==> src/rtl/warships_pkg.sv <==
// Shared types and constants for the warships board subsystem.
package warships_pkg;

  typedef enum logic [1:0] {
    CELL_EMPTY = 2'd0,
    CELL_SHIP  = 2'd1,
    CELL_HIT   = 2'd2,
    CELL_MISS  = 2'd3
  } cell_t;

  localparam int BOARD_COLS  = 10;
  localparam int BOARD_ROWS  = 10;
  localparam int BOARD_CELLS = BOARD_COLS * BOARD_ROWS;

  localparam int HOR_TOTAL = 1344;
  localparam int VER_TOTAL = 806;

  // Origin of a RAM read, carried alongside it to route the returning data.
  typedef enum logic {
    SRC_REQ = 1'b0,
    SRC_VGA = 1'b1
  } src_t;

  // Width of an index over n requesters; never collapses to zero bits.
  function automatic int ptr_width(input int n);
    return (n > 1) ? $clog2(n) : 1;
  endfunction

endpackage

==> src/rtl/board_mem_arbiter_if.sv <==
// Bus bundle around the board RAM arbiter: VGA read port, requester
// handshake, responses and the RAM-side port.
interface board_mem_arbiter_if #(
  parameter int NUM_REQ    = 3,
  parameter int ADDR_WIDTH = 7,
  parameter int DATA_WIDTH = 2
);
  logic                             vblank;
  logic                             vga_rd_en;
  logic [ADDR_WIDTH-1:0]            vga_rd_addr;
  logic                             vga_rd_valid;
  logic [DATA_WIDTH-1:0]            vga_rd_data;
  logic [NUM_REQ-1:0]               req_valid;
  logic [NUM_REQ-1:0]               req_we;
  logic [NUM_REQ*ADDR_WIDTH-1:0]    req_addr;
  logic [NUM_REQ*DATA_WIDTH-1:0]    req_wdata;
  logic [NUM_REQ-1:0]               req_ready;
  logic [NUM_REQ-1:0]               rsp_valid;
  logic [DATA_WIDTH-1:0]            rsp_rdata;
  logic                             mem_en;
  logic                             mem_we;
  logic [ADDR_WIDTH-1:0]            mem_addr;
  logic [DATA_WIDTH-1:0]            mem_wdata;
  logic [DATA_WIDTH-1:0]            mem_rdata;

  // Arbiter side.
  modport slave (
    input  vblank, vga_rd_en, vga_rd_addr,
    input  req_valid, req_we, req_addr, req_wdata,
    input  mem_rdata,
    output vga_rd_valid, vga_rd_data, req_ready, rsp_valid, rsp_rdata,
    output mem_en, mem_we, mem_addr, mem_wdata
  );

  // Everything around the arbiter: VGA, game logic and the RAM.
  modport master (
    output vblank, vga_rd_en, vga_rd_addr,
    output req_valid, req_we, req_addr, req_wdata,
    output mem_rdata,
    input  vga_rd_valid, vga_rd_data, req_ready, rsp_valid, rsp_rdata,
    input  mem_en, mem_we, mem_addr, mem_wdata
  );

endinterface

==> src/rtl/board_mem_arbiter_rr_arbiter.sv <==
// Round-robin grant over an eligibility vector. The search starts at the
// pointer and wraps; the pointer moves just past each winner.
module rr_arbiter
  import warships_pkg::*;
#(
  parameter  int NUM_REQ = 3,
  localparam int PTR_W   = ptr_width(NUM_REQ)
) (
  input  logic               clk,
  input  logic               rst_n,
  input  logic [NUM_REQ-1:0] eligible,
  output logic [NUM_REQ-1:0] grant,
  output logic [PTR_W-1:0]   ptr
);

  logic [PTR_W-1:0]   ptr_reg;
  logic [PTR_W-1:0]   ptr_next;
  logic [NUM_REQ-1:0] upper_mask;
  logic [NUM_REQ-1:0] upper_elig;

  // Requesters at or above the pointer get first look.
  for (genvar gi = 0; gi < NUM_REQ; gi++) begin : g_mask
    assign upper_mask[gi] = (ptr_reg <= PTR_W'(gi));
  end

  assign upper_elig = eligible & upper_mask;

  // Lowest eligible at/above the pointer, else lowest overall (the wrap).
  always_comb begin
    if (upper_elig != '0) begin
      grant = upper_elig & (-upper_elig);
    end else begin
      grant = eligible & (-eligible);
    end
  end

  // Next pointer is one past the winner; unchanged with no grant.
  always_comb begin
    ptr_next = ptr_reg;
    for (int i = 0; i < NUM_REQ; i++) begin
      if (grant[i]) begin
        ptr_next = (i == NUM_REQ - 1) ? '0 : PTR_W'(i + 1);
      end
    end
  end

  // Pointer register.
  always_ff @(posedge clk or negedge rst_n) begin
    if (!rst_n) begin
      ptr_reg <= '0;
    end else begin
      ptr_reg <= ptr_next;
    end
  end

  assign ptr = ptr_reg;

endmodule

==> src/rtl/board_mem_arbiter.sv <==
// Board-state RAM arbiter: VGA reads take absolute priority, game-logic
// requesters share the rest round-robin, optionally with writes held back
// to vertical blanking. Reads return data a fixed two cycles after grant.
module board_mem_arbiter
  import warships_pkg::*;
#(
  parameter int NUM_REQ      = 3,
  parameter int ADDR_WIDTH   = 7,
  parameter int DATA_WIDTH   = 2,
  parameter bit WR_IN_VBLANK = 1'b1
) (
  input logic                 clk,
  input logic                 rst_n,
  board_mem_arbiter_if.slave  bus
);

  localparam int ID_W = ptr_width(NUM_REQ);

  logic [NUM_REQ-1:0]    eligible;
  logic [NUM_REQ-1:0]    grant;
  logic [ID_W-1:0]       rr_ptr;
  logic                  any_grant;
  logic                  win_we;
  logic [ADDR_WIDTH-1:0] win_addr;
  logic [DATA_WIDTH-1:0] win_wdata;
  logic [ID_W-1:0]       win_id;
  logic                  rd_issue;
  src_t                  rd_src;

  logic                  mem_en_reg;
  logic                  mem_we_reg;
  logic [ADDR_WIDTH-1:0] mem_addr_reg;
  logic [DATA_WIDTH-1:0] mem_wdata_reg;

  // Read tag pipeline: index 0 aligns with the RAM access, 1 with its data.
  logic                  tag_valid_reg [2];
  src_t                  tag_src_reg   [2];
  logic [ID_W-1:0]       tag_id_reg    [2];

  // A requester competes only when VGA is idle and, for writes, only when
  // the frame is in blanking (if gating is enabled). Nothing is granted in reset.
  for (genvar gi = 0; gi < NUM_REQ; gi++) begin : g_elig
    assign eligible[gi] = rst_n && !bus.vga_rd_en && bus.req_valid[gi] &&
                          (!bus.req_we[gi] || bus.vblank || !WR_IN_VBLANK);
  end

  rr_arbiter #(.NUM_REQ(NUM_REQ)) u_rr (
    .clk      (clk),
    .rst_n    (rst_n),
    .eligible (eligible),
    .grant    (grant),
    .ptr      (rr_ptr)
  );

  assign bus.req_ready = grant;
  assign any_grant     = |grant;

  // Select the winning requester's access fields from the one-hot grant.
  always_comb begin
    win_we    = 1'b0;
    win_addr  = '0;
    win_wdata = '0;
    win_id    = '0;
    for (int i = 0; i < NUM_REQ; i++) begin
      if (grant[i]) begin
        win_we    = bus.req_we[i];
        win_addr  = bus.req_addr[i*ADDR_WIDTH +: ADDR_WIDTH];
        win_wdata = bus.req_wdata[i*DATA_WIDTH +: DATA_WIDTH];
        win_id    = ID_W'(i);
      end
    end
  end

  assign rd_issue = bus.vga_rd_en || (any_grant && !win_we);
  assign rd_src   = bus.vga_rd_en ? SRC_VGA : SRC_REQ;

  // Register the winning access onto the RAM port; addr/wdata hold when idle.
  always_ff @(posedge clk or negedge rst_n) begin
    if (!rst_n) begin
      mem_en_reg    <= 1'b0;
      mem_we_reg    <= 1'b0;
      mem_addr_reg  <= '0;
      mem_wdata_reg <= '0;
    end else if (bus.vga_rd_en) begin
      mem_en_reg    <= 1'b1;
      mem_we_reg    <= 1'b0;
      mem_addr_reg  <= bus.vga_rd_addr;
    end else if (any_grant) begin
      mem_en_reg    <= 1'b1;
      mem_we_reg    <= win_we;
      mem_addr_reg  <= win_addr;
      mem_wdata_reg <= win_wdata;
    end else begin
      mem_en_reg    <= 1'b0;
      mem_we_reg    <= 1'b0;
    end
  end

  // Carry each read's source through the RAM latency; reset drops them all.
  always_ff @(posedge clk or negedge rst_n) begin
    if (!rst_n) begin
      tag_valid_reg[0] <= 1'b0;
      tag_valid_reg[1] <= 1'b0;
      tag_src_reg[0]   <= SRC_REQ;
      tag_src_reg[1]   <= SRC_REQ;
      tag_id_reg[0]    <= '0;
      tag_id_reg[1]    <= '0;
    end else begin
      tag_valid_reg[0] <= rd_issue;
      tag_src_reg[0]   <= rd_src;
      tag_id_reg[0]    <= win_id;
      tag_valid_reg[1] <= tag_valid_reg[0];
      tag_src_reg[1]   <= tag_src_reg[0];
      tag_id_reg[1]    <= tag_id_reg[0];
    end
  end

  assign bus.mem_en    = mem_en_reg;
  assign bus.mem_we    = mem_we_reg;
  assign bus.mem_addr  = mem_addr_reg;
  assign bus.mem_wdata = mem_wdata_reg;

  // RAM data is shared; only the strobes are steered by the tag.
  assign bus.vga_rd_valid = tag_valid_reg[1] && (tag_src_reg[1] == SRC_VGA);
  assign bus.vga_rd_data  = bus.mem_rdata;
  assign bus.rsp_rdata    = bus.mem_rdata;

  for (genvar gi = 0; gi < NUM_REQ; gi++) begin : g_rsp
    assign bus.rsp_valid[gi] = tag_valid_reg[1] && (tag_src_reg[1] == SRC_REQ) &&
                               (tag_id_reg[1] == ID_W'(gi));
  end

  // The grant is one-hot or empty and the pointer stays in range.
  always_ff @(posedge clk) begin
    if (rst_n) begin
      assert ($onehot0(grant));
      assert (int'(rr_ptr) < NUM_REQ);
    end
  end

endmodule

==> src/flat_wrapper.sv <==
// flat-port wrapper written by rule: the top's interface ports become plain ports
module board_mem_arbiter_flat import warships_pkg::*;
#(
  parameter int NUM_REQ      = 3,
  parameter int ADDR_WIDTH   = 7,
  parameter int DATA_WIDTH   = 2,
  parameter bit WR_IN_VBLANK = 1'b1
)
  (clk, rst_n, bus_vblank, bus_vga_rd_en, bus_vga_rd_addr, bus_req_valid, bus_req_we, bus_req_addr, bus_req_wdata, bus_mem_rdata, bus_vga_rd_valid, bus_vga_rd_data, bus_req_ready, bus_rsp_valid, bus_rsp_rdata, bus_mem_en, bus_mem_we, bus_mem_addr, bus_mem_wdata);
  board_mem_arbiter_if #(.NUM_REQ(NUM_REQ), .ADDR_WIDTH(ADDR_WIDTH), .DATA_WIDTH(DATA_WIDTH)) bus_i ();
  input logic clk;
  input logic rst_n;
  input wire logic [$bits(bus_i.vblank)-1:0] bus_vblank;
  input wire logic [$bits(bus_i.vga_rd_en)-1:0] bus_vga_rd_en;
  input wire logic [$bits(bus_i.vga_rd_addr)-1:0] bus_vga_rd_addr;
  input wire logic [$bits(bus_i.req_valid)-1:0] bus_req_valid;
  input wire logic [$bits(bus_i.req_we)-1:0] bus_req_we;
  input wire logic [$bits(bus_i.req_addr)-1:0] bus_req_addr;
  input wire logic [$bits(bus_i.req_wdata)-1:0] bus_req_wdata;
  input wire logic [$bits(bus_i.mem_rdata)-1:0] bus_mem_rdata;
  output wire logic [$bits(bus_i.vga_rd_valid)-1:0] bus_vga_rd_valid;
  output wire logic [$bits(bus_i.vga_rd_data)-1:0] bus_vga_rd_data;
  output wire logic [$bits(bus_i.req_ready)-1:0] bus_req_ready;
  output wire logic [$bits(bus_i.rsp_valid)-1:0] bus_rsp_valid;
  output wire logic [$bits(bus_i.rsp_rdata)-1:0] bus_rsp_rdata;
  output wire logic [$bits(bus_i.mem_en)-1:0] bus_mem_en;
  output wire logic [$bits(bus_i.mem_we)-1:0] bus_mem_we;
  output wire logic [$bits(bus_i.mem_addr)-1:0] bus_mem_addr;
  output wire logic [$bits(bus_i.mem_wdata)-1:0] bus_mem_wdata;
  assign bus_i.vblank = bus_vblank;
  assign bus_i.vga_rd_en = bus_vga_rd_en;
  assign bus_i.vga_rd_addr = bus_vga_rd_addr;
  assign bus_i.req_valid = bus_req_valid;
  assign bus_i.req_we = bus_req_we;
  assign bus_i.req_addr = bus_req_addr;
  assign bus_i.req_wdata = bus_req_wdata;
  assign bus_i.mem_rdata = bus_mem_rdata;
  assign bus_vga_rd_valid = bus_i.vga_rd_valid;
  assign bus_vga_rd_data = bus_i.vga_rd_data;
  assign bus_req_ready = bus_i.req_ready;
  assign bus_rsp_valid = bus_i.rsp_valid;
  assign bus_rsp_rdata = bus_i.rsp_rdata;
  assign bus_mem_en = bus_i.mem_en;
  assign bus_mem_we = bus_i.mem_we;
  assign bus_mem_addr = bus_i.mem_addr;
  assign bus_mem_wdata = bus_i.mem_wdata;
  board_mem_arbiter #(.NUM_REQ(NUM_REQ), .ADDR_WIDTH(ADDR_WIDTH), .DATA_WIDTH(DATA_WIDTH), .WR_IN_VBLANK(WR_IN_VBLANK)) u_core (.clk(clk), .rst_n(rst_n), .bus(bus_i));
endmodule
==> config.mk <==
export PLATFORM = sky130hd
export DESIGN_NAME = board_mem_arbiter_flat
export DESIGN_NICKNAME = d
export VERILOG_FILES = /design/src/rtl/warships_pkg.sv /design/src/rtl/board_mem_arbiter_if.sv /design/src/rtl/board_mem_arbiter_rr_arbiter.sv /design/src/rtl/board_mem_arbiter.sv /design/src/flat_wrapper.sv
export SDC_FILE = /design/constraint.sdc
export NUM_CORES = 1
export LEC_CHECK = 0
export ABC_AREA = 1
export CAP_MARGIN = 20
export CORE_ASPECT_RATIO = 0.75
export CORE_MARGIN = 3
export CORE_UTILIZATION = 43
export CTS_CLUSTER_SIZE = 24
export DETAILED_ROUTE_END_ITERATION = 12
export MAX_ROUTING_LAYER = met4
export PLACE_DENSITY = 0.93
export SYNTH_ARGS = -nofsm -noshare
export SYNTH_HDL_FRONTEND = slang
export SYNTH_SLANG_ARGS = --single-unit
==> constraint.sdc <==
create_clock -name clk -period 2.05 [get_ports clk]
set_input_delay 0.3075 -clock clk [delete_from_list [all_inputs] [get_ports clk]]
set_output_delay 0.3075 -clock clk [all_outputs]
set_load 0.01 [all_outputs]
==> run_results.csv, run 1 <==
group,metric,value,unit
logic_synthesis,number_of_synthesized_register_bits,21,
clocking,cts-buffers-inserted,3,
global_route,gr_ovfl_total,0,
die,placement_rows,16,
clocking,cts_root_buf,"clkbuf_8",
cells_and_area,drive_above_1_share,0.184,
worst_setup_path,cp_max_fo,3,
die,die_w,70.4,um
worst_setup_path,slowest_stage,"clkdlybuf4s50_1",
die,core_region_area,2780,sq um
detailed_routing,first_iter_violations,80,
detailed_routing,vias_per_cell,4.98,
die,pin_count,68,
logic_synthesis,syn-instance-count,172,
power,power.ir.vdd_worst,0.426,mV
detailed_routing,firstDrtPassIters,4,
clocking,clkTransAtPathRegs,0.07,ns
logic_synthesis,synth_top_cells_by_area,"dfrtp_1 39%, nand2_1 14%, nand3_1 7.9%",
logic_synthesis,synth_seq_area_share,0.393,
cells_and_area,design.final.nets,292,
global_route,grt_pass1_wl,6.26,mm
job,max-cap-violations,0,
sta,worst_slew_pin_slew,0.307,ns
power,p_leak,1.08,nW
power,power_per_cell_area,633,nW/um^2
sta,final.period_utilization,0.970,
worst_setup_path,cp_slowest_stage_delay,0.49,ns
logic_synthesis,yosysWarnings,0,
worst_setup_path,worst-endpoint-required,1.74,ns
logic_synthesis,yosysUniqueCellTypes,22,
clocking,htreeDepth,1,
cells_and_area,diodes,0,
detailed_routing,drt-wirelength-per-cell,13.6,um
clocking,numClockSinks,21,
worst_setup_path,critPathLaunchType,"input port",
placement,io_buffer_count,61,
logic_synthesis,synth_nets,218,
detailed_routing,post-route-drc-count,0,
clocking,cts_buffer_depth,2,
sta,fin_hold_ws,0.248,ns
clocking,hold_buffers,0,
die,initial_core_util,0.481,
die,die-area,3820,sq um
worst_setup_path,r2r-start,"u_core.u_rr.ptr[1]",
worst_setup_path,crit_chain,"clkdlybuf4s50_1, nand3_2, nor2_4, nand2_1, nand3_2, nand2_4, nand2_4, inv_1, dlygate4sd2_1",
cells_and_area,largest_reg_flops,7,
run_status,run_status,"complete, no violations",
sta,final_hold_viol_count,0,
sta,fin_worst_skew,0.00653,ns
worst_setup_path,setup.worst_path.start,"bus_req_valid[1]",
logic_synthesis,synthesized_area_per_cell,7.78,sq um
placement,place_hpwl,3.06,mm
worst_setup_path,setup.worst_path.end_class,"output pin",
cells_and_area,area.growth.synth_to_final,56.8,%
global_route,grt_pass1_vias,1428,
logic_synthesis,synth_top_cell_by_area,"dfrtp_1",
sta,timing.slew.headroom,0.795,
global_route,globalRouteTotalUtil,0.222,
sta,number_of_failing_setup_endpoints_in_the_final_timing_report,0,
detailed_routing,detailroute.via_count,1399,
detailed_routing,route.antenna.remaining_nets,0,
global_route,grt_start_max_net_pins,22,
sta,maximum_operating_frequency,503,MHz
detailed_routing,finalWirelength,3.83,mm
clocking,cts_tree,"built",
placement,pre_cts_ws,-0.351,ns
hold_path,hp-class,"input port to asynchronous set/reset pin",
global_route,number_of_antenna_violations_at_the_first_check_in_global_routing,0,
worst_setup_path,signal_arrival_time_at_the_worst_endpoint,1.68,ns
sta,final-max-slew-violation-count,0,
logic_synthesis,yosys.area.top_type_share,0.393,
placement,gp_congestion,0.878,
sta,timing.final.crit_period,1.99,ns
clocking,clock_latency_at_the_later_pin_of_the_worst_skew_pair,0.26,ns
worst_setup_path,worstSetupPathType,"input port to output pin",
die,die_h,54.3,um
logic_synthesis,post_synth_instance_area,1340,sq um
sta,layout_setup_ws,0.0619,ns
-- cell type report --
class	instances	area, sq um
Timing Repair Buffer	78	744
Fill cell	223	686
Multi-Input combinational cell	115	627
Sequential cell	21	526
Inverter	27	109
Tap cell	36	45.0
Clock buffer	3	41.3
Clock inverter	1	5.00
-- worst max-delay path, delay by kind of cell --
kind,cells,cell delay [ns]
buf+inv,3,0.80
simple gates,6,0.57
-- layout by cell type, fill, tap and decap left out, types with 2 or more instances in the layout --
cell              n
clkdlybuf4s50_1  55
nand2_1          49
inv_1            25
nand3_1          21
dfrtp_1          21
buf_4            16
nor2_1            9
nand4_1           8
nand3_2           5
dlygate4sd2_1     5
nand2_4           4
nand2_2           4
nor2_2            3
nor2_4            3
clkbuf_8          3
o21ai_0           2
nor3_1            2
-- layer usage --
| layer | up-vias | part of all wire | track usage |
|---|---|---|---|
| met1 | 655 | 0.40 | 0.222 |
| met5 | - | 0 | - |
| li1 | 682 | - | - |
| met3 | 6 | 0.072 | 0.0734 |
| met4 | 0 | 0.0099 | 0.0701 |
| met2 | 56 | 0.52 | 0.422 |
-- cell usage after synthesis --
cell / instances
nor2_4: 2
o21ai_0: 2
nand3_1: 21
nor2_2: 2
inv_2: 1
dfrtp_1: 21
nand3_4: 1
nand3_2: 5
buf_4: 4
o21ai_1: 1
inv_1: 25
nor2_8: 1
and3_1: 1
nand2_1: 49
nand4_2: 1
nor3_1: 2
nand2_2: 4
nand4_1: 8
inv_8: 1
buf_6: 5
nor2_1: 11
nand2_4: 4
-- cells by family after synthesis --
family / Yosys count / synth area share
simple gates: 112 / 0.450
flops: 21 / 0.393
compound gates: 3 / 0.0112
buf+inv: 36 / 0.146
-- path summary, 6_finish.rpt --
| kind | end | slack [ns] | cells after the start |
|---|---|---|---|
| worst max-delay path | bus_req_ready[0] | 0.06 | 9 |
| worst min-delay path | u_core.tag_id_reg[0] | 0.25 | 2 |
| worst max register to register | u_core.bus.mem_addr[4] | 0.31 | 9 |
| worst min register to register | u_core.tag_src_reg[0] | 0.36 | 0 |
| max in group asynchronous | u_core.u_rr.ptr[1] | 1.59 | 2 |
| min in group clk | u_core.tag_src_reg[0] | 0.36 | 0 |
-- repair_timing --
item | 4_1_cts | 5_1_grt
endpoints found under the setup margin | 4 | 2
resized for setup | 7 | 3
pin swaps | 1 | 1
buffers inserted | 0 | 0
-- stage by stage --
step | instances | total power [mW] | TNS [ns] | util | instance area, sq um
finish | 281 | 1.33 | 0 | 0.754 | 2100
global route | 281 | 1.41 | -0.00234 | 0.754 | 2100
CTS | 281 | 1.33 | 0 | 0.750 | 2090
detailed placement | 277 | 1.07 | -3.70 | 0.736 | 2050
global placement | 277 | 1.05 | -1.92 | 0.736 | 2050
floorplan | 172 | 0.787 | 0 | - | 1340
-- power by group --
group / internal (mW) / leakage, nW / total [mW] / switching [mW]
Clock: 0.135 / 0.0255 / 0.263 / 0.128
Sequential: 0.489 / 0.258 / 0.543 / 0.0540
Combinational: 0.272 / 0.798 / 0.523 / 0.250
No activity file was read; power rests on OpenSTA's default activity.
==> run 2: changes to the inputs <==
--- a/config.mk
+++ b/config.mk
@@ -5,15 +5,16 @@
 export SDC_FILE = /design/constraint.sdc
 export NUM_CORES = 1
 export LEC_CHECK = 0
-export ABC_AREA = 1
 export CAP_MARGIN = 20
+export CELL_PAD_IN_SITES_DETAIL_PLACEMENT = 0
+export CELL_PAD_IN_SITES_GLOBAL_PLACEMENT = 1
 export CORE_ASPECT_RATIO = 0.75
 export CORE_MARGIN = 3
-export CORE_UTILIZATION = 43
+export CORE_UTILIZATION = 31
 export CTS_CLUSTER_SIZE = 24
 export DETAILED_ROUTE_END_ITERATION = 12
 export MAX_ROUTING_LAYER = met4
-export PLACE_DENSITY = 0.93
+export PLACE_DENSITY = 0.85
 export SYNTH_ARGS = -nofsm -noshare
 export SYNTH_HDL_FRONTEND = slang
 export SYNTH_SLANG_ARGS = --single-unit
==> run 2 against run 1 <==
Via count shrank 4.8%. Global-route usage shrank 4.4 points. Sequential power shrank 5.9%. Largest cell class unchanged. Non-clock buffer count grew 11. Fmax shrank 0.76%. Worst setup slack lost 0.015 ns. Final cell count shrank 4.6%. Clock power grew 3%. Largest power group is now combinational logic. Sequential share of layout area shrank 1.4 points. Critical path depth shrank 2.
==> run_results.csv, run 2 <==
group,metric,value,unit
logic_synthesis,yosys.area.top_type_share,0.392,
detailed_routing,drt-wirelength-per-cell,15.3,um
hold_path,hp-class,"flop to flop",
cells_and_area,mostFrequentLayoutCells,"56 x clkdlybuf4s50_1, 27 x buf_4, 21 x dfrtp_1, 13 x inv_1, 11 x nor2_1",
sta,worst_slew_pin_slew,0.355,ns
logic_synthesis,primary_flip_flop_cell_chosen_by_synthesis_mapping,"dfrtp_1",
die,core_region_area,4100,sq um
logic_synthesis,synth_nets,176,
placement,postPlaceCellArea,2150,sq um
detailed_routing,vias_per_cell,4.97,
logic_synthesis,synth-edff-count,0,
global_route,globalRouteTotalUtil,0.178,
sta,final-max-slew-violation-count,0,
worst_setup_path,critical_path.endpoint,"bus_req_ready[1]",
cells_and_area,final_cell_count_no_fill,268,
die,pin_count,68,
die,die_w,82.0,um
power,post-layout-total-power,1.37,mW
power,p_sw_frac,0.312,
cells_and_area,area.growth.synth_to_final,65.9,%
clocking,clock_latency_at_the_later_pin_of_the_worst_skew_pair,0.26,ns
logic_synthesis,synthesized_area_per_cell,10.3,sq um
cells_and_area,design.final.nets,260,
cells_and_area,largest_reg_flops,7,
placement,dp.cells,263,
logic_synthesis,synth_top_cell_by_area,"dfrtp_1",
worst_setup_path,slowest_stage,"clkdlybuf4s50_1",
die,placement_rows,20,
logic_synthesis,post_synth_instance_area,1340,sq um
placement,pre_cts_ws,-0.505,ns
sta,timing.final.crit_period,2.00,ns
clocking,numClockSinks,21,
cells_and_area,fillerInstances,380,
global_route,grt_pass1_wl,6.89,mm
detailed_routing,detailroute.via_count,1332,
clocking,cts_tree,"built",
worst_setup_path,crit_chain,"clkdlybuf4s50_1, inv_1, buf_4, a311oi_2, nand2_1, nor2_2, buf_2",
worst_setup_path,signal_arrival_time_at_the_worst_endpoint,1.70,ns
power,comb_power_share,0.430,
clocking,cts_buffer_depth,2,
sta,layout_setup_ws,0.0466,ns
worst_setup_path,worst-endpoint-required,1.74,ns
worst_setup_path,cp_slowest_stage_delay,0.49,ns
worst_setup_path,worstReg2RegEnd,"u_core.bus.mem_addr[1]",
logic_synthesis,synth_seq_area_share,0.392,
detailed_routing,route.antenna.remaining_nets,0,
worst_setup_path,setup.worst_path.start,"bus_req_valid[1]",
worst_setup_path,setup.worst_path.end_class,"output pin",
sta,final.period_utilization,0.977,
clocking,cts_root_buf,"clkbuf_8",
job,max-cap-violations,0,
die,die-area,5160,sq um
die,initial_core_util,0.327,
placement,place_hpwl,3.29,mm
global_route,number_of_antenna_violations_at_the_first_check_in_global_routing,0,
clocking,clkTransAtPathRegs,0.07,ns
sta,fin_hold_ws,0.349,ns
power,power.ir.vdd_worst,0.224,mV
sta,final_hold_viol_count,0,
logic_synthesis,synth_top_cells_by_area,"dfrtp_1 39%, o221ai_2 10%, o311a_1 5.2%",
detailed_routing,finalWirelength,4.10,mm
run_status,run_status,"complete, no violations",
power,seq_power_share,0.372,
logic_synthesis,yosysUniqueCellTypes,36,
cells_and_area,diodes,0,
die,die_h,63.0,um
worst_setup_path,critPathLaunchType,"input port",
worst_setup_path,reg2reg_slack,0.16,ns
sta,maximum_operating_frequency,499,MHz
power,p_leak,0.946,nW
cells_and_area,most_common_library_cell_in_the_layout_ignoring_fill_and_taps,"clkdlybuf4s50_1",
power,power_per_cell_area,617,nW/um^2
power,netSwitchingPower,0.428,mW
placement,io_buffer_count,61,
placement,gp_congestion,0.973,
logic_synthesis,most_frequent_cells_after_synthesis,"21 x dfrtp_1, 14 x inv_1, 12 x nor2_1",
detailed_routing,post-route-drc-count,0,
global_route,grt_start_max_net_pins,23,
sta,finalSetupTns,0,ns
sta,fin_worst_skew,0.00467,ns
power,internal_power,0.944,mW
clocking,htreeDepth,1,
power,clock_power_share,0.198,
logic_synthesis,yosysWarnings,0,
cells_and_area,postLayoutCoreUtil,0.542,
sta,number_of_failing_setup_endpoints_in_the_final_timing_report,0,
worst_setup_path,register_to_register_path_depth,8,
cells_and_area,drive_above_1_share,0.305,
logic_synthesis,synth_async_sr_flop_share,1.00,
detailed_routing,firstDrtPassIters,4,
global_route,grt_pass1_vias,1445,
cells_and_area,fin_area,2220,sq um
global_route,gr_ovfl_total,0,
sta,timing.slew.headroom,0.762,
logic_synthesis,yosys.cell_count.top_type,"dfrtp_1",
logic_synthesis,syn-instance-count,130,
clocking,cts-buffers-inserted,3,
detailed_routing,first_iter_violations,65,
logic_synthesis,number_of_synthesized_register_bits,21,
worst_setup_path,cp_max_fo,2,
worst_setup_path,r2r-start,"u_core.u_rr.ptr[0]",
worst_setup_path,worstSetupPathType,"input port to output pin",
==> run 2: worst min-delay path by stage <==
stage                                       start                       to  slack, ns  cells after the start
after floorplan                             rst_n   u_core.bus.mem_addr[0]       0.01                      0
final                     u_core.tag_valid_reg[1]  u_core.tag_valid_reg[0]       0.35                      0
after global placement      u_core.tag_src_reg[1]    u_core.tag_src_reg[0]       0.33                      0
after global routing      u_core.tag_valid_reg[1]  u_core.tag_valid_reg[0]       0.36                      0
after detailed placement  u_core.tag_valid_reg[1]  u_core.tag_valid_reg[0]       0.34                      0
after CTS                 u_core.tag_valid_reg[1]  u_core.tag_valid_reg[0]       0.35                      0
==> run 2: power by group through the flow <==
| stage | clock [mW] | combinational [mW] | sequential, mW |
|---|---|---|---|
| after floorplan | 0 | 0.261 | 0.520 |
| after global placement | 0 | 0.558 | 0.509 |
| after detailed placement | 0 | 0.570 | 0.510 |
| after CTS | 0.277 | 0.581 | 0.511 |
| after global routing | 0.291 | 0.643 | 0.519 |
| final | 0.271 | 0.591 | 0.511 |
==> run 2: repair_timing <==
item                       CTS  global route
buffers inserted             0             1
pin swaps                    1             1
setup endpoints to repair    3            10
gates resized for setup     15             5
hold buffers                 0             0
==> run 2: worst max-delay path, delay by kind of cell <==
kind	cells	cell delay (ns)
simple gates	2	0.25
compound gates	1	0.30
buf+inv	4	0.84
==> run 2: final cells by class <==
type                    instances  area (sq um)  share of cell area
inverters                      14          52.6              0.0236
clock buffers                   3          41.3              0.0186
clock inverters                 1          5.00             0.00225
flip-flops and latches         21           526               0.236
repair buffers                 89           835               0.375
well taps                      55          68.8              0.0309
multi-input cells              85           697               0.313
==> run 2: cell families (layout without fill, tap and decap cells) <==
family	after synthesis	count (layout)	share of synthesized area
AND/OR/NAND/NOR	46	46	0.214
AO/OA/AOI/OAI	39	39	0.288
buffers and inverters	24	107	0.106
flip-flops	21	21	0.392
==> run 2: routing by layer <==
layer	global-route usage	wire length (um)	share of wire
met5	-	0	0
met4	0.0477	64	0.016
met3	0.0432	246	0.060
met2	0.285	2030	0.50
met1	0.223	1750	0.43
==> run 3: changes to the inputs <==
--- a/config.mk
+++ b/config.mk
@@ -9,12 +9,12 @@
 export CELL_PAD_IN_SITES_DETAIL_PLACEMENT = 0
 export CELL_PAD_IN_SITES_GLOBAL_PLACEMENT = 1
 export CORE_ASPECT_RATIO = 0.75
-export CORE_MARGIN = 3
-export CORE_UTILIZATION = 31
+export CORE_UTILIZATION = 26
 export CTS_CLUSTER_SIZE = 24
 export DETAILED_ROUTE_END_ITERATION = 12
 export MAX_ROUTING_LAYER = met4
-export PLACE_DENSITY = 0.85
+export PLACE_DENSITY = 0.76
+export RECOVER_POWER = 25
 export SYNTH_ARGS = -nofsm -noshare
 export SYNTH_HDL_FRONTEND = slang
 export SYNTH_SLANG_ARGS = --single-unit
==> constraint.sdc (replaced) <==
create_clock -name clk -period 1.82 [get_ports clk]
set_input_delay 0.273 -clock clk [delete_from_list [all_inputs] [get_ports clk]]
set_output_delay 0.273 -clock clk [all_outputs]
set_load 0.01 [all_outputs]
==> run 3 against run 2 <==
The flow now finishes with violations (DRC, setup timing). Critical path depth down 2. Count of clock-buffer cells in the layout unchanged. Non-clock buffer count up 16. Global-route usage down 1.6 points. Flip-flop and latch count unchanged. Total power up 21%. Sequential power up 14%. Clock skew down 0.0028 ns.
==> run_results.csv, run 3 (synthesized netlist as in run 2, its figures left out) <==
group,metric,value,unit
worst_setup_path,crit_chain,"nor2b_4, nand4b_1, or4b_4, inv_2, buf_6",
sta,fin_hold_ws,0.348,ns
worst_setup_path,slowest_stage,"or4b_4",
worst_setup_path,worstSetupPathType,"flop to output pin",
run_status,failed_checks,"DRC, setup timing",
sta,rsz0062_at_grt,"yes",
sta,final-max-slew-violation-count,0,
power,p_leak,1.10,nW
sta,fin_worst_skew,0.00183,ns
cells_and_area,drive_above_1_share,0.376,
worst_setup_path,critPathLaunchType,"flop",
hold_path,hold_path.startpoint,"u_core.tag_id_reg[2]",
placement,pre_cts_ws,-0.591,ns
power,power_per_cell_area,690,nW/um^2
worst_setup_path,reg2reg_slack,-0.02,ns
detailed_routing,drt-wirelength-per-cell,14.1,um
cells_and_area,area.growth.synth_to_final,79.9,%
cells_and_area,mostFrequentLayoutCells,"49 x clkdlybuf4s50_1, 38 x buf_4, 20 x dfrtp_1, 13 x inv_1, 10 x nor2_1",
die,initial_core_util,0.272,
worst_setup_path,cp_max_fo,3,
die,die_h,64.2,um
sta,number_of_failing_setup_endpoints_in_the_final_timing_report,7,
clocking,numClockSinks,21,
detailed_routing,detailroute.via_count,1367,
clocking,cts_buffer_depth,2,
sta,final.period_utilization,1.05,
detailed_routing,finalWirelength,4.07,mm
die,core_region_area,4930,sq um
global_route,grt_pass1_vias,1370,
clocking,cts_root_buf,"clkbuf_8",
clocking,clock_latency_at_the_later_pin_of_the_worst_skew_pair,0.26,ns
worst_setup_path,critical_path_cell_count,5,
detailed_routing,first_iter_violations,88,
placement,gp_congestion,0.851,
global_route,globalRouteTotalUtil,0.162,
detailed_routing,vias_per_cell,4.73,
global_route,number_of_antenna_violations_at_the_first_check_in_global_routing,0,
sta,layout_setup_ws,-0.0976,ns
placement,io_buffer_count,61,
sta,worst_slew_pin_slew,0.386,ns
cells_and_area,fin_area,2410,sq um
cells_and_area,largest_reg_flops,7,
die,die_w,84.9,um
die,die-area,5450,sq um
clocking,cts-buffers-inserted,3,
global_route,grt_start_max_net_pins,23,
cells_and_area,diodes,0,
detailed_routing,route.antenna.remaining_nets,0,
die,placement_rows,22,
clocking,cts_tree,"built",
sta,final_hold_viol_count,0,
worst_setup_path,setup.worst_path.start,"u_core.u_rr.ptr[0]",
cells_and_area,design.final.nets,276,
die,pin_count,68,
hold_path,hp-class,"flop to flop",
run_status,run_status,"complete, but fails checks",
sta,maximum_operating_frequency,521,MHz
worst_setup_path,register_to_register_path_depth,6,
clocking,htreeDepth,1,
global_route,gr_ovfl_total,0,
cells_and_area,most_common_library_cell_in_the_layout_ignoring_fill_and_taps,"clkdlybuf4s50_1",
detailed_routing,post-route-drc-count,4,
worst_setup_path,critPathTopFamily,"simple AND/OR/NAND/NOR gates",
worst_setup_path,signal_arrival_time_at_the_worst_endpoint,1.64,ns
worst_setup_path,r2r-start,"u_core.u_rr.ptr[0]",
worst_setup_path,cp_slowest_stage_delay,0.47,ns
sta,timing.final.crit_period,1.92,ns
sta,finalSetupTns,-0.152,ns
clocking,clkTransAtPathRegs,0.07,ns
hold_path,min_path_cells,0,
worst_setup_path,critical_path.n_buffers_inverters,2,
cells_and_area,postLayoutCoreUtil,0.490,
global_route,grt_pass1_wl,6.60,mm
power,power.ir.vdd_worst,0.337,mV
detailed_routing,firstDrtPassIters,8,
placement,place_hpwl,2.99,mm
worst_setup_path,setup.worst_path.end_class,"output pin",
placement,postPlaceCellArea,2190,sq um
sta,timing.slew.headroom,0.740,
worst_setup_path,worst-endpoint-required,1.55,ns
job,max-cap-violations,0,
run 3: cell count changes in the layout (fill, tap and decap cells not counted), moves of 2 or more:
cell	change
dlygate4sd2_1	+3
buf_4	+11
dlymetal6s2s_1	+3
clkdlybuf4s50_1	-7
nand2b_4	+2
nand2b_2	-2
buf_6	+6
run 3: area by class of cell:
type	count	area [sq um]
Clock inverter	1	5.00
Inverter	14	52.6
Sequential cell	21	527
Multi-Input combinational cell	85	748
Tap cell	60	75.1
Timing Repair Buffer	105	963
Fill cell	454	2510
Clock buffer	3	41.3
run 3: final timing paths:
kind,endpoint
setup reg to reg,u_core.bus.mem_addr[6]
setup / recovery,bus_req_ready[2]
hold reg to reg,u_core.tag_id_reg[0]
max in group asynchronous,u_core.u_rr.ptr[0]
min in group asynchronous,u_core.tag_valid_reg[1]
hold / removal,u_core.tag_id_reg[0]
run 3: stage by stage:
stage          std cells  total power, mW
2_1_floorplan        130            0.880
3_3_place_gp         275             1.24
3_5_place_dp         275             1.24
4_1_cts              287             1.62
5_1_grt              289             1.77
6_report             289             1.67
run 3: where the power goes:
group	internal, mW	switching (mW)	total [mW]
Clock	0.152	0.150	0.302
Sequential	0.530	0.0539	0.583
Combinational	0.465	0.314	0.780
run 3: worst register-to-register path: stages, from the launching register on:
cell,delay (ns)
dfrtp_2,0.46
nor2b_4,0.16
nand4b_1,0.12
or4b_4,0.47
buf_4,0.21
o221ai_2,0.18
o311a_1,0.18
run 3: per-layer routing:
layer | track usage | share of wire
met5 | - | 0
met4 | 0.0297 | 0.0034
met3 | 0.0439 | 0.060
met2 | 0.243 | 0.45
met1 | 0.222 | 0.48
run 3: what timing repair did:
action                                  CTS  global route
endpoints found under the hold margin     0             0
endpoints found under the setup margin   15            18
hold buffers                              0             0
buffers inserted                          9             3
resized for setup                        30            12
pin swaps                                 5             5
